### config.mk
export PLATFORM = sky130hd
export DESIGN_NAME = apu_uart_tx
export DESIGN_NICKNAME = d
export VERILOG_FILES = /design/src/rtl/apu_uart_tx.sv
export SDC_FILE = /design/constraint.sdc
export NUM_CORES = 1
export LEC_CHECK = 0
export ABC_AREA = 1
export BUFFER_PORTS_ARGS = -buffer_cell sky130_fd_sc_hd__buf_4
export CAP_MARGIN = 15
export CORE_MARGIN = 4
export CORE_UTILIZATION = 49
export DETAILED_ROUTE_END_ITERATION = 10
export GPL_TIMING_DRIVEN = 0
export PLACE_DENSITY_LB_ADDON = 0.08
export SLEW_MARGIN = 20
export SYNTH_ARGS = -nofsm -noshare
export SYNTH_HDL_FRONTEND = slang
export SYNTH_SLANG_ARGS = --single-unit
### constraint.sdc
create_clock -name clk -period 2.5 [get_ports clk]
set_clock_uncertainty 0.2 [all_clocks]
set_input_delay 0.5 -clock clk [delete_from_list [all_inputs] [get_ports clk]]
set_output_delay 0.5 -clock clk [all_outputs]
set_load 0.02 [all_outputs]
### src/rtl/apu_uart_tx.sv
// apu_uart_tx: serializes APU register writes into two 8N1 UART frames.
// Frame 0 = {addr, 0, data[3:0]}, frame 1 = {addr, 1, data[7:4]}, LSB first.
// Optional build macro: APU_UART_TX_TWO_STOP_EN (two stop bits per frame).
module apu_uart_tx #(
  parameter int unsigned CLKS_PER_BIT = 1250
) (
  input  logic       clk,
  input  logic       rst_n,
  input  logic       wr_valid,
  output logic       wr_ready,
  input  logic [2:0] wr_addr,
  input  logic [7:0] wr_data,
  output logic       tx,
  output logic       busy
);

  localparam int unsigned CW = (CLKS_PER_BIT > 1) ? $clog2(CLKS_PER_BIT) : 1;
  localparam logic [CW-1:0] BAUD_LAST = CW'(CLKS_PER_BIT - 1);

`ifdef APU_UART_TX_TWO_STOP_EN
  localparam logic [2:0] STOP_LAST = 3'd1;
`else
  localparam logic [2:0] STOP_LAST = 3'd0;
`endif

  localparam logic [1:0] S_IDLE  = 2'd0;
  localparam logic [1:0] S_START = 2'd1;
  localparam logic [1:0] S_DATA  = 2'd2;
  localparam logic [1:0] S_STOP  = 2'd3;

  logic [1:0]    state_q, state_d;
  logic [CW-1:0] baud_q, baud_d;
  logic [2:0]    bit_q, bit_d;
  logic          nib_q, nib_d;
  logic [2:0]    addr_q, addr_d;
  logic [7:0]    data_q, data_d;
  logic          tx_d, busy_d, ready_d;
  logic [7:0]    frame_c;
  logic          baud_end_c;

  // Byte currently on the wire, selected by the nibble flag.
  assign frame_c    = {addr_q, nib_q, (nib_q ? data_q[7:4] : data_q[3:0])};
  assign baud_end_c = (baud_q == BAUD_LAST);

  // Next-state and next-output logic; tx/busy/wr_ready are precomputed here and registered.
  always_comb begin
    state_d = state_q;
    baud_d  = baud_q;
    bit_d   = bit_q;
    nib_d   = nib_q;
    addr_d  = addr_q;
    data_d  = data_q;
    tx_d    = tx;
    busy_d  = busy;
    ready_d = wr_ready;

    case (state_q)
      S_IDLE: begin
        if (wr_valid && wr_ready) begin
          addr_d  = wr_addr;
          data_d  = wr_data;
          nib_d   = 1'b0;
          baud_d  = '0;
          bit_d   = 3'd0;
          tx_d    = 1'b0;
          busy_d  = 1'b1;
          ready_d = 1'b0;
          state_d = S_START;
        end
      end

      S_START: begin
        if (baud_end_c) begin
          baud_d  = '0;
          bit_d   = 3'd0;
          tx_d    = frame_c[0];
          state_d = S_DATA;
        end else begin
          baud_d = baud_q + 1'b1;
        end
      end

      S_DATA: begin
        if (baud_end_c) begin
          baud_d = '0;
          if (bit_q == 3'd7) begin
            bit_d   = 3'd0;
            tx_d    = 1'b1;
            state_d = S_STOP;
          end else begin
            bit_d = bit_q + 3'd1;
            tx_d  = frame_c[3'(bit_q + 3'd1)];
          end
        end else begin
          baud_d = baud_q + 1'b1;
        end
      end

      S_STOP: begin
        if (baud_end_c) begin
          baud_d = '0;
          if (bit_q != STOP_LAST) begin
            bit_d = bit_q + 3'd1;
          end else begin
            bit_d = 3'd0;
            if (!nib_q) begin
              // High-nibble frame follows with no idle gap.
              nib_d   = 1'b1;
              tx_d    = 1'b0;
              state_d = S_START;
            end else begin
              nib_d   = 1'b0;
              busy_d  = 1'b0;
              ready_d = 1'b1;
              state_d = S_IDLE;
            end
          end
        end else begin
          baud_d = baud_q + 1'b1;
        end
      end

      default: begin
        state_d = S_IDLE;
        tx_d    = 1'b1;
        busy_d  = 1'b0;
        ready_d = 1'b1;
      end
    endcase
  end

  // State and output registers; reset forces the line idle and drops any latched write.
  always_ff @(posedge clk or negedge rst_n) begin
    if (!rst_n) begin
      state_q  <= S_IDLE;
      baud_q   <= '0;
      bit_q    <= 3'd0;
      nib_q    <= 1'b0;
      addr_q   <= 3'd0;
      data_q   <= 8'd0;
      tx       <= 1'b1;
      busy     <= 1'b0;
      wr_ready <= 1'b1;
    end else begin
      state_q  <= state_d;
      baud_q   <= baud_d;
      bit_q    <= bit_d;
      nib_q    <= nib_d;
      addr_q   <= addr_d;
      data_q   <= data_d;
      tx       <= tx_d;
      busy     <= busy_d;
      wr_ready <= ready_d;
    end
  end

endmodule
==> results.md <==
* Placed cell count at 272
* Final Hold Viols at 0
* Worst setup EP type: flip-flop
* Slew HR at 0.7441
* Fmax at 484.5 MHz
* Post-DP HPWL at 2529 µm
* Largest net degree at the start of global routing at 32
* Clock tree buffer depth at 2
* # fillers at 317
* Final std cells w/o fill at 281
* Final period utilization at 0.8256
* Layout overhead on the synthesized area at 15.61%
* Critical Path Start Type: flip-flop
* RSZ-0062 raised after global routing: no
* First-pass GRT wire length at 5713 µm
* Drt pass-1 iters at 4
* P_leak at 1.086 nW
* Synth async-reset ratio at 1.000
* EDFF count, synth at 0
* Most frequent cells in the layout: nand2_1 (51), inv_1 (31), dfrtp_1 (29)
* Hold_ws at 187.7 ps
* Commonest non-fill, non-tap cell in the layout: nand2_1
* GRT overflow at 0
* Synth Cell Area at 1723 µm²
* XOR/XNOR Fraction of Synth Area at 0.01525
* Clock Pin Slew Worst Setup and Hold Paths at 100 ps
* Drt wl/cell at 11.99 µm
* R2R Path Start: bit_q[0]$_DFFE_PN0P_
* DP Worst Slack at 462.5 ps
* Yosys cell types at 28
* Top_reg_cell synth: dfrtp_1
* Worst R2R Path Depth at 8
* Gpl congestion at 0.8303
* Root buffer cell: clkbuf_4
* HP Class: in -> reg
* Die width at 67.30 µm
* Vias per inst at 5.110
* Final net count at 257
* PnR Total Power at 919.4 µW
* Outcome: completed
* Final WS setup at 436.0 ps
* Synthesized net count at 233
* WS Path Type: reg -> reg
* DR iter-0 viols at 62
* Mapped Avg Cell Area at 8.204 µm²
* Via Count at 1,436
* CTS tree: done
* Number of clock sinks at 31
* Yosys warns at 0
* Post-CTS sizing at 0
* All-Layer GR Usage at 0.1690
* Sequential share of the synthesized area at 0.4517
* Antenna Cells at 0
* Max Cap Viol at 0
* Synth Register Bits at 31
* Number of global-route vias before repair at 1,291
* Clk Latency, worst-skew pair at 330 ps
* Multiplexer area fraction after synthesis at 0.04575
* Area share of and/or/nand/nor cells after synthesis at 0.2222
* Initial antenna violation count at 0
* Worst path arrival time at 2080 ps
* Count of input and output buffers at 16
* Die H at 67.30 µm
* Synth Area in Compound Gates at 0.1271
* Post-synthesis adder-cell area fraction at 0.06536
* Crit path capture: nib_q$_DFFE_PN0P_
* Internal reg-to-reg setup slack at 440 ps
* CTS buffer count at 5
* Post-route setup TNS at 0 ps
* DRC at 0
* CP startpoint: bit_q[0]$_DFFE_PN0P_
* Max rail drop VDD at 289.1 µV
* Maximum fanout along the worst path at 7
* Worst-Margin Slew at 383.9 ps
* Pwr/cell area at 461.6 nW/µm²
* Max-slew violation count at 0
* Row Count at 21
* Final Setup Violations at 0
* Detail Route Antenna Nets at 0
* Combinational family with the most area after synthesis: simple AND/OR/NAND/NOR gates
* Routed WL at 3370 µm
* # IOs at 17
* Layout cells sized above 1 at 0.1745
* Minimum clock period at 2064 ps
* Core Region at 3363 µm²
* Worst endpoint required time at 2510 ps
* Die ar. at 4529 µm²
* Cells after synthesis at 210
* H-Tree Depth at 2
* Initial core utilization at 0.5123
* Reg2reg end: nib_q$_DFFE_PN0P_
[registers in the layout, indices dropped and copies added, names as in the netlist]
| register | cells |
|---|---|
| busy | 1 |
| nib_q | 1 |
| tx | 1 |
| state_q | 2 |
| data_q | 8 |
| wr_ready | 1 |
| baud_q | 11 |
| bit_q | 3 |
| addr_q | 3 |
[routing by layer]
| layer | vias to the layer above | GRT usage | wire, µm |
|---|---|---|---|
| met5 | - | 0 | 0 |
| met4 | 0 | 0.05316 | 44 |
| met3 | 5 | 0.05657 | 229 |
| met2 | 46 | 0.2564 | 1486 |
| met1 | 656 | 0.2276 | 1610 |
| li1 | 729 | - | - |
[repair_timing]
| item | 4_1_cts | 5_1_grt |
|---|---|---|
| hold endpoints to repair | 29 | 0 |
| buffers inserted | 0 | 0 |
| hold buffers | 1 | 0 |
| setup endpoints to repair | 0 | 0 |
[cells in the mapped netlist (all sizes together), types with 3 or more instances]
cell   number  share of area
nand3      15          0.049
a21oi      10          0.036
dfrtp      29           0.42
ha          9          0.065
o21ai      18          0.052
o22ai       5          0.018
nor2       17          0.038
mux2        7          0.046
nor3        3          0.012
nand2      51           0.11
inv        32          0.070
[cell type report]
type	count	area [µm²]	share of cell area
sequential	31	778.2	0.3907
clock buffer	5	37.54	0.01884
multi-input combinational	146	819.5	0.4114
clock inverter	3	43.79	0.02198
inverter	32	120.1	0.06030
timing repair buffer	17	130.1	0.06533
tap	46	57.56	0.02889
buffer	1	5.005	0.002513
[cell families (layout without fill, tap and decap cells)]
kind of cell,Yosys count,in the layout
AOI/OAI and AO/OA,38,38
xor gates and xnor gates,3,3
adders and majority gates,9,9
buffers and inverters,33,58
DFF,31,31
muxes,7,7
and+or+nand+nor,89,89
[how the worst min path moves through the flow]
stage,slack (ps),startpoint,cells past startpoint,to
finish,190,wr_data[5],2,data_q[5]$_DFFE_PN0P_
global route,160,wr_data[5],2,data_q[5]$_DFFE_PN0P_
CTS,170,wr_data[5],2,data_q[5]$_DFFE_PN0P_
detailed placement,250,rst_n,1,baud_q[8]$_DFFE_PN0P_
global placement,250,rst_n,1,baud_q[10]$_DFFE_PN0P_
floorplan,4,rst_n,0,addr_q[0]$_DFFE_PN0P_
[metrics by stage]
step           cell area [µm²]    util
6_report                  1992  0.5923
5_1_grt                   1992  0.5923
4_1_cts                   1992  0.5923
3_5_place_dp              1901  0.5651
3_3_place_gp              1901  0.5651
2_1_floorplan             1723       -
[critical path, cell delays in order, from the launching register on]
cell,delay [ps]
dfrtp_1,470
inv_1,190
ha_1,180
inv_1,40
o21ai_0,250
inv_1,110
a21oi_1,200
nand3_2,150
a21boi_0,150
[power by group]
| group | internal, mW | total, mW | switching, mW | leakage [nW] |
|---|---|---|---|---|
| combinational | 0.0138 | 0.0257 | 0.0119 | 0.709 |
| clock | 0.210 | 0.392 | 0.182 | 0.0452 |
| sequential | 0.501 | 0.501 | 0 | 0.332 |
| total | 0.725 | 0.919 | 0.194 | 1.09 |
Power figures use the tool's default switching activity.
